--- src/rtl/mips_mem_pkg.sv ---
// Shared types and constants for the MIPS data-memory port arbiter.
// Address range and alignment helpers live here so every user agrees.
package mips_mem_pkg;

  typedef enum logic [1:0] {
    IDLE,
    LAUNCH,
    RWAIT
  } state_t;

  localparam int MEM_AW     = 7;
  localparam int WORD_BYTES = 4;
  localparam int STRK_W     = 4;

  localparam logic [31:0] ADDR_LIMIT =
    32'(WORD_BYTES * (1 << MEM_AW));

  function automatic logic addr_bad(
    input logic [31:0] a
  );
    return (a[1:0] != 2'b00) || (a >= ADDR_LIMIT);
  endfunction

endpackage

--- src/rtl/mips_mem_arb_pick.sv ---
// Winner select between fetch and load/store, with the
// starvation streak update applied at arbitration points.
module mips_mem_arb_pick
  import mips_mem_pkg::*;
#(
  parameter int MAX_LS_STREAK = 4
) (
  input  logic              i_if_req,
  input  logic              i_ls_req,
  input  logic [STRK_W-1:0] i_streak,
  output logic              o_pick_if,
  output logic              o_pick_ls,
  output logic [STRK_W-1:0] o_streak
);

  logic w_starve;

  assign w_starve =
    i_if_req && (i_streak == STRK_W'(MAX_LS_STREAK));

  always_comb begin
    o_pick_ls = i_ls_req && !w_starve;
    o_pick_if = i_if_req && !o_pick_ls;
    o_streak  = i_streak;
    unique case (1'b1)
      o_pick_if: o_streak = '0;
      o_pick_ls: o_streak = i_if_req ? i_streak + 1'b1 : '0;
      default:   o_streak = i_streak;
    endcase
  end

endmodule

--- src/rtl/mips_mem_arbiter.sv ---
// Shares one SRAM port between instruction fetch and load/store,
// with configurable read latency and a fetch starvation guard.
module mips_mem_arbiter
  import mips_mem_pkg::*;
#(
  parameter int READ_LAT      = 1,
  parameter int MAX_LS_STREAK = 4
) (
  input  logic              clk,
  input  logic              rst,
  input  logic              if_req,
  input  logic [31:0]       if_addr,
  output logic              if_gnt,
  output logic              if_rvalid,
  output logic [31:0]       if_rdata,
  input  logic              ls_req,
  input  logic              ls_we,
  input  logic [31:0]       ls_addr,
  input  logic [31:0]       ls_wdata,
  output logic              ls_gnt,
  output logic              ls_rvalid,
  output logic [31:0]       ls_rdata,
  output logic              err,
  output logic              CEN,
  output logic              WEN,
  output logic              OEN,
  output logic [MEM_AW-1:0] A,
  output logic [31:0]       Data2Mem,
  input  logic [31:0]       ReadDataMem
);

  localparam logic [1:0] CNT_INIT = 2'(READ_LAT - 1);

  state_t            r_state;
  state_t            w_state_n;
  logic [1:0]        r_cnt;
  logic [1:0]        w_cnt_n;
  logic [STRK_W-1:0] r_streak;
  logic [STRK_W-1:0] w_streak_n;

  logic              r_we;
  logic              r_bad;
  logic              r_is_if;
  logic [MEM_AW-1:0] r_a;
  logic [31:0]       r_wdata;
  logic              r_if_gnt;
  logic              r_ls_gnt;
  logic              r_err;
  logic              r_if_rvalid;
  logic              r_ls_rvalid;
  logic [31:0]       r_if_rdata;
  logic [31:0]       r_ls_rdata;

  logic              w_pick_if;
  logic              w_pick_ls;
  logic              w_last;
  logic              w_arb;
  logic              w_go;
  logic              w_launch_ok;
  logic [31:0]       w_addr;

  mips_mem_arb_pick #(
    .MAX_LS_STREAK(MAX_LS_STREAK)
  ) u_pick (
    .i_if_req (if_req),
    .i_ls_req (ls_req),
    .i_streak (r_streak),
    .o_pick_if(w_pick_if),
    .o_pick_ls(w_pick_ls),
    .o_streak (w_streak_n)
  );

  // Errored launches finish like writes, so they re-arbitrate too.
  assign w_last = (r_state == RWAIT) && (r_cnt == 2'd0);
  assign w_arb  = (r_state == IDLE)
               || ((r_state == LAUNCH) && (r_we || r_bad))
               || w_last;
  assign w_go   = w_arb && (w_pick_if || w_pick_ls);
  assign w_addr = w_pick_ls ? ls_addr : if_addr;

  always_ff @(posedge clk or posedge rst) begin
    if (rst) begin
      r_state <= IDLE;
      r_cnt   <= 2'd0;
    end else begin
      r_state <= w_state_n;
      r_cnt   <= w_cnt_n;
    end
  end

  always_comb begin
    w_state_n = r_state;
    w_cnt_n   = r_cnt;
    if (w_arb) begin
      w_state_n = w_go ? LAUNCH : IDLE;
    end else begin
      unique case (r_state)
        LAUNCH: begin
          w_state_n = RWAIT;
          w_cnt_n   = CNT_INIT;
        end
        RWAIT:   w_cnt_n = r_cnt - 2'd1;
        default: w_cnt_n = r_cnt;
      endcase
    end
  end

  always_ff @(posedge clk or posedge rst) begin
    if (rst) begin
      r_streak    <= '0;
      r_we        <= 1'b0;
      r_bad       <= 1'b0;
      r_is_if     <= 1'b0;
      r_a         <= '0;
      r_wdata     <= '0;
      r_if_gnt    <= 1'b0;
      r_ls_gnt    <= 1'b0;
      r_err       <= 1'b0;
      r_if_rvalid <= 1'b0;
      r_ls_rvalid <= 1'b0;
      r_if_rdata  <= '0;
      r_ls_rdata  <= '0;
    end else begin
      r_if_gnt    <= 1'b0;
      r_ls_gnt    <= 1'b0;
      r_err       <= 1'b0;
      r_if_rvalid <= 1'b0;
      r_ls_rvalid <= 1'b0;
      if (w_arb) begin
        r_streak <= w_streak_n;
      end
      if (w_go) begin
        r_if_gnt <= w_pick_if;
        r_ls_gnt <= w_pick_ls;
        r_err    <= addr_bad(w_addr);
        r_bad    <= addr_bad(w_addr);
        r_we     <= w_pick_ls && ls_we;
        r_is_if  <= w_pick_if;
        r_a      <= w_addr[MEM_AW+1:2];
        if (w_pick_ls) begin
          r_wdata <= ls_wdata;
        end
      end
      // r_is_if still names the finishing read here.
      if (w_last) begin
        if (r_is_if) begin
          r_if_rvalid <= 1'b1;
          r_if_rdata  <= ReadDataMem;
        end else begin
          r_ls_rvalid <= 1'b1;
          r_ls_rdata  <= ReadDataMem;
        end
      end
    end
  end

  assign w_launch_ok = (r_state == LAUNCH) && !r_bad;

  assign CEN      = !w_launch_ok;
  assign WEN      = !(w_launch_ok && r_we);
  assign OEN      = !((w_launch_ok && !r_we)
                   || (r_state == RWAIT));
  assign A        = r_a;
  assign Data2Mem = r_wdata;

  assign if_gnt    = r_if_gnt;
  assign ls_gnt    = r_ls_gnt;
  assign err       = r_err;
  assign if_rvalid = r_if_rvalid;
  assign ls_rvalid = r_ls_rvalid;
  assign if_rdata  = r_if_rdata;
  assign ls_rdata  = r_ls_rdata;

endmodule

--- config.mk ---
export PLATFORM = sky130hd
export DESIGN_NAME = mips_mem_arbiter
export DESIGN_NICKNAME = d
export VERILOG_FILES = /design/src/rtl/mips_mem_pkg.sv /design/src/rtl/mips_mem_arb_pick.sv /design/src/rtl/mips_mem_arbiter.sv
export SDC_FILE = /design/constraint.sdc
export NUM_CORES = 1
export LEC_CHECK = 0
export CAP_MARGIN = 20
export CELL_PAD_IN_SITES_DETAIL_PLACEMENT = 2
export CELL_PAD_IN_SITES_GLOBAL_PLACEMENT = 2
export CORE_UTILIZATION = 24
export DETAILED_ROUTE_END_ITERATION = 8
export GPL_ROUTABILITY_DRIVEN = 0
export HOLD_SLACK_MARGIN = 0.08
export PLACE_DENSITY_LB_ADDON = 0.1
export SLEW_MARGIN = 20
export SYNTH_ARGS = -nofsm -noshare
export SYNTH_HDL_FRONTEND = slang
export SYNTH_SLANG_ARGS = --single-unit
export TNS_END_PERCENT = 1
--- constraint.sdc ---
create_clock -name clk -period 5.4 [get_ports clk]
set_clock_uncertainty 0.05 [all_clocks]
set_input_delay 0.81 -clock clk [delete_from_list [all_inputs] [get_ports clk]]
set_output_delay 0.81 -clock clk [all_outputs]
set_load 0.01 [all_outputs]
==> flow_metrics.tcl <==
set metrics [dict create \
    die_w_um 143.2 \
    path_max_fanout 5 \
    insertion_delay_ns 0.41 \
    cts-root-buf "clkbuf_16" \
    drt_iter0_markers 91 \
    hold_depth 2 \
    drive_above_1_share 0.1218 \
    numClockSinks 119 \
    end_kind "output pin" \
    final_antenna_net_count 0 \
    clock_path_buffers 2 \
    required_ns 4.54 \
    ys.flop_type "dfrtp_1" \
    syn_inst 392 \
    cp_num_buf_inv 2 \
    cp_slowest_stage_delay_ns 0.56 \
    relSlewSlack 0.3859 \
    vdd_drop_max_mv 0.1883 \
    port_buffers 243 \
    synth_edf_count 0 \
    drc 0 \
    post_cts_buffers 0 \
    dieArea_um2 20510 \
    cp_common_cell "nor2_1" \
    slew_violations 0 \
    routed_wl_mm 15.77 \
    hold_viol_final 0 \
    crit_cells 6 \
    synth.net_count 531 \
    setup_viol 0 \
    max_freq_mhz 361.6 \
    crit_type "reg -> out" \
    core-area_um2 19530 \
    dp_hpwl_mm 11.69 \
    p_per_area_nw_per_um2 584.9 \
    maxCapViolCount 0 \
    numCtsBuffers 17 \
    track_usage 0.1626 \
    path_cells "inv_1 -> ha_1 -> nand2b_1 -> nor2_1 -> nor2_1 -> clkdlybuf4s50_1" \
    initial_core_util 0.2451 \
    avgSynthCellArea_um2 12.21 \
    rr_worst_depth 6 \
    status "complete, no violations" \
    period_needed_ns 2.766 \
    arrival_ns 1.91 \
    grt-ovfl-total 0 \
    hp-class "reg -> reg" \
    grt_first_pass_wirelength_mm 24.97 \
    fin_util 0.4162 \
    postCtsHoldBufs 0 \
    leakagePower_uw 0.003503 \
    antenna_found_initial 0 \
    fp-row-count 51 \
    ys_ff_latch 119 \
    antenna_cells 0 \
    vias 3981 \
    dpl.cell_count 889 \
    slowest_stage "clkdlybuf4s50_1" \
    startpoint_type "flop" \
    ctsResizeCount 0 \
    ys_types 34 \
    post-route-period-util 0.5121 \
    stdcell_count 922 \
    netlist_area_um2 4786 \
    syn_to_final_growth_pct 69.80 \
    fp.dieH_um 143.2 \
    worst_pin_slew_ns 0.9212 \
    grt_pass1_vias 4702 \
    drt_pre_antenna_iters 4 \
    synthArstFlopShare 1.000 \
    vias_per_cell 4.318 \
    htreeDepth 4 \
    cp_top_family "buffers and inverters" \
    io_pins 244 \
    grt_max_degree 71 \
    cts_tree "done" \
    ys_warn_count 0 \
    yosysSeqAreaShare 0.6222 \
    finalSetupTns_ns 0 \
    final_net_count 783 \
    path_clk_slew_ns 0.06 \
    rsz0062_at_grt "false" \
    wl_per_cell_um 17.10 \
]
==> cell usage after synthesis, types with 2 or more instances <==
| library cell | number | area [um2] |
|---|---|---|
| a32o_1 | 2 | 20.02 |
| buf_2 | 7 | 35.03 |
| buf_6 | 3 | 33.78 |
| clkbuf_1 | 4 | 15.01 |
| dfrtp_1 | 119 | 2978 |
| ha_1 | 6 | 75.07 |
| inv_1 | 10 | 37.54 |
| mux2_1 | 26 | 292.8 |
| mux2_2 | 38 | 427.9 |
| mux2i_1 | 8 | 80.08 |
| nand2_1 | 111 | 416.7 |
| nand2b_1 | 2 | 12.51 |
| nand3_1 | 6 | 30.03 |
| nand3b_1 | 3 | 22.52 |
| nand4_1 | 2 | 12.51 |
| nor2_1 | 6 | 22.52 |
| nor3_1 | 4 | 20.02 |
| nor4_1 | 10 | 62.56 |
| o21ai_0 | 9 | 45.04 |
| o31ai_1 | 2 | 15.01 |
==> worst register-to-register path, cell delays in order (launching register included) <==
cell and delay, ns:
dfrtp_1 0.42, inv_1 0.07, ha_1 0.20, nand4b_1 0.09, nand2_1 0.42, nor2_8 0.65, mux2_1 0.43
==> where the power goes <==
| group | switching [uW] | leakage, uW | internal, uW |
|---|---|---|---|
| Sequential | 245 | 0.00143 | 1330 |
| Combinational | 863 | 0.00177 | 1140 |
| Clock | 410 | 0.000296 | 767 |
==> registers in the layout (all words and copies together), names as in the netlist, 2 cells and up <==
name,flops
A,7
Data2Mem,32
if_rdata,32
ls_rdata,32
r_cnt,2
r_state,2
r_streak,4
==> through the flow <==
step           hold slack [ns]  instance area (um2)  power (uW)  worst slack (ns)
4_1_cts                 0.4319                 8107        4854             2.568
6_report                0.4263                 8127        4753             2.634
3_3_place_gp            0.4076                 7496        3539             2.234
2_1_floorplan           0.3998                 4786        2433             1.383
5_1_grt                 0.4571                 8127        5071             2.481
3_5_place_dp            0.4158                 7496        3636             2.152
==> kinds of logic (layout without fill, tap and decap cells) <==
group	count (synthesis)	after routing	share of synthesized area
AOI/OAI and AO/OA	20	20	0.03007
xor gates and xnor gates	1	1	0.001830
adders and majority gates	6	6	0.01569
buffers and inverters	25	290	0.02693
DFF	119	119	0.6222
muxes	72	72	0.1673
and+or+nand+nor	149	149	0.1359
==> final timing paths <==
path | startpoint | to | slack [ns]
max | r_state[1] | OEN | 2.63
min | ls_rdata[0] | ls_rdata[0] | 0.43
max reg2reg | r_streak[0] | Data2Mem[11] | 2.94
min reg2reg | ls_rdata[0] | ls_rdata[0] | 0.43
max in group asynchronous | rst | if_rdata[20] | 3.16
min in group asynchronous | rst | ls_rdata[31] | 0.90
==> layer usage <==
metal / GRT usage / share of wire / vias up
met1: 0.1700 / 0.37 / 1984
li1: - / - / 1832
met3: 0.06942 / 0.088 / 11
met4: 0.04815 / 0.011 / 0
met2: 0.2942 / 0.53 / 154
met5: 0 / 0 / -
==> cell type report <==
class / count / area [um2]
repair buffers: 248 / 2482
inverters: 10 / 40.04
clock buffers: 18 / 429.2
multi-input cells: 248 / 1684
fillers: 2027 / 11400
clock inverters: 14 / 181.4
flip-flops and latches: 119 / 2978
well taps: 265 / 331.6
==> cells in the final DEF (no fill, tap or decap), types with 4 or more instances in the layout <==
master             n
nor4_1            10
inv_1              9
nand2_1          111
o21ai_0            9
nand3_1            5
bufinv_16          4
ha_1               6
mux2i_1            8
buf_4              4
mux2_2            38
clkbuf_16         17
clkinv_2           6
clkdlybuf4s50_1  243
mux2_1            26
nor3_1             4
nor2_1             6
dfrtp_1          119
Note: power is estimated with default switching activity, not from simulation.
==> patch (same flow settings) <==
The package constant `STRK_W` goes from 4 to 5.
--- a/src/rtl/mips_mem_pkg.sv
+++ b/src/rtl/mips_mem_pkg.sv
@@ -10,7 +10,7 @@
 
   localparam int MEM_AW     = 7;
   localparam int WORD_BYTES = 4;
-  localparam int STRK_W     = 4;
+  localparam int STRK_W     = 5;
 
   localparam logic [31:0] ADDR_LIMIT =
     32'(WORD_BYTES * (1 << MEM_AW));
Behaviour: no difference found for any inputs over 4 cycles, from zero or initial values and one cycle with rst high; that may be too few to reach the edited logic, so the function may still have changed.
==> patch against the unedited design <==
- global-route usage up 0.62 points
- routed wire length up 8.4%
- first-iteration DRC count up 13%
- final cell count up 2.7%
- maximum frequency down 4.3%
- sequential cell count up 1
- utilization down 0.38 points
- power up 4.1%
- design area up 2.7%
- synthesized area up 3.7%
- worst setup slack worse by 0.12 ns
==> patch: results (changes against the unedited design) <==
outcome completed (unchanged); initial antenna violation count 0 (unchanged); ranking of synthesized cells by area dfrtp_1 (60%), nand2_1 (9.0%), mux2_4 (8.2%) (was dfrtp_1 (62%), mux2_2 (8.9%), nand2_1 (8.7%)); Syn Nets 551 (was 531); total CTS buffers 17 (unchanged); Worst Path Arrival 2.03 ns (was 1.91 ns); VDD IR-drop max 0.193 mV (was 0.188 mV); Hold Path Class reg2reg (unchanged); Synth Area in Adders 1.51% (was 1.57%); vias 4115 (was 3981); CP Max Fanout 6 (was 5); vias per std cell 4.35 (was 4.32); Mapped Cells 412 (was 392); WHS Endpoint ls_rdata[3] (was ls_rdata[0]); layout cells sized above 1 15.5% (was 12.2%); synth warn 0 (unchanged); WHS Path Cells 2 (unchanged); CP top delay family buffers and inverters (unchanged); DRT iter0 DRCs 103 (was 91); Worst Setup SP r_state[1] (unchanged); CTS root buf clkbuf_16 (unchanged); mux cell area share after synthesis 16.6% (was 16.7%); vias in the first global route 4937 (was 4702); first-pass detailed-route iteration total 3 (was 4); Hold Crit Start ls_rdata[3] (was ls_rdata[0]); dpl cells 914 (was 889); Clock Latency Late Sink ~0.42 ns; Max-slew headroom 36.4% (was 38.6%); first-pass GRT wire length 27200 um (was 25000 um); Switch Pwr 1.59 mW (was 1.52 mW); Synth Area in Compound Gates 4.23% (was 3.01%); synth cell count leaders dfrtp_1 (120), nand2_1 (119), mux2_2 (32) (was dfrtp_1 (119), nand2_1 (111), mux2_2 (38)); antenna cell count 0 (unchanged); largest net degree at the start of global routing 59 (was 71); dpl hpwl 12600 um (was 11700 um); post-synthesis sequential area ratio 60.5% (was 62.2%); post-cts resize count 0 (unchanged); leak pwr 3.61 nW (was 3.50 nW); RR Startpoint r_state[0] (was r_streak[0]); main flop type after synthesis dfrtp_1 (unchanged); PortBufs 243 (unchanged); Worst path max stage delay 0.53 ns (was 0.56 ns); Reg clk slew, reported paths 0.06 ns (about the same); Longest Clk Path Bufs 2 (unchanged); nets@finish 803 (was 783); asr flop ratio synth 100% (unchanged); area share of xor/xnor cells in the synthesized design 0.353% (was 0.183%); H-tree levels 4 (unchanged); Slowest-stage cell, CP clkdlybuf4s50_1 (unchanged); R2R Setup Slk 2.79 ns (was 2.94 ns); Global Route Usage Sum 16.9% (was 16.3%); Yosys cell types 38 (was 34); drt wl/cell 18.1 um (was 17.1 um); Worst R2R Path Depth 7 (was 6); RR Endpoint Data2Mem[31] (was Data2Mem[11])
==> patch: worst max path at each step <==
stage,to,slack [ns],cells past startpoint
floorplan,A[0],1.35,1
global placement,Data2Mem[31],2.30,6
detailed placement,Data2Mem[31],2.20,6
CTS,OEN,2.46,6
global route,OEN,2.34,6
finish,OEN,2.51,6
==> patch: cell type report <==
type / instances / area (um2)
Clock buffer: 18 / 439
Clock inverter: 14 / 198
Sequential cell: 120 / 3000
Multi-Input combinational cell: 265 / 1830
Tap cell: 270 / 338
Inverter: 12 / 50.0
Fill cell: 2089 / 11900
Timing Repair Buffer: 248 / 2490
==> patch: power by group through the flow <==
stage / Combinational [mW] / Clock [mW] / Sequential [mW]
CTS: 2.18 / 1.25 / 1.61
finish: 2.13 / 1.22 / 1.59
detailed placement: 2.16 / 0 / 1.60
global placement: 2.10 / 0 / 1.59
floorplan: 0.781 / 0 / 1.76
global route: 2.31 / 1.29 / 1.66
==> patch: metrics by stage <==
stage / power, mW / area, um2 / util (%) / hold WS, ns / setup slack [ns]
after floorplan: 2.54 / 4960 / - / 0.400 / 1.35
after global placement: 3.69 / 7680 / 38.0 / 0.407 / 2.30
after detailed placement: 3.77 / 7680 / 38.0 / 0.418 / 2.20
after CTS: 5.04 / 8320 / 41.1 / 0.432 / 2.46
after global routing: 5.26 / 8340 / 41.2 / 0.458 / 2.34
final: 4.95 / 8340 / 41.2 / 0.425 / 2.51
==> patch: worst min-delay path: cells and delay by family, from the launching register on <==
kind / cells / cell delay (ns)
simple gates: 2 / 0.11
flops: 1 / 0.34
==> patch: layer usage <==
layer / wire [um] / vias up / track usage (%)
met4: 195 / 0 / 5.11
li1: - / 1884 / -
met2: 8850 / 176 / 30.6
met1: 6740 / 2042 / 18.2
met3: 1310 / 13 / 6.30
met5: 0 / - / 0
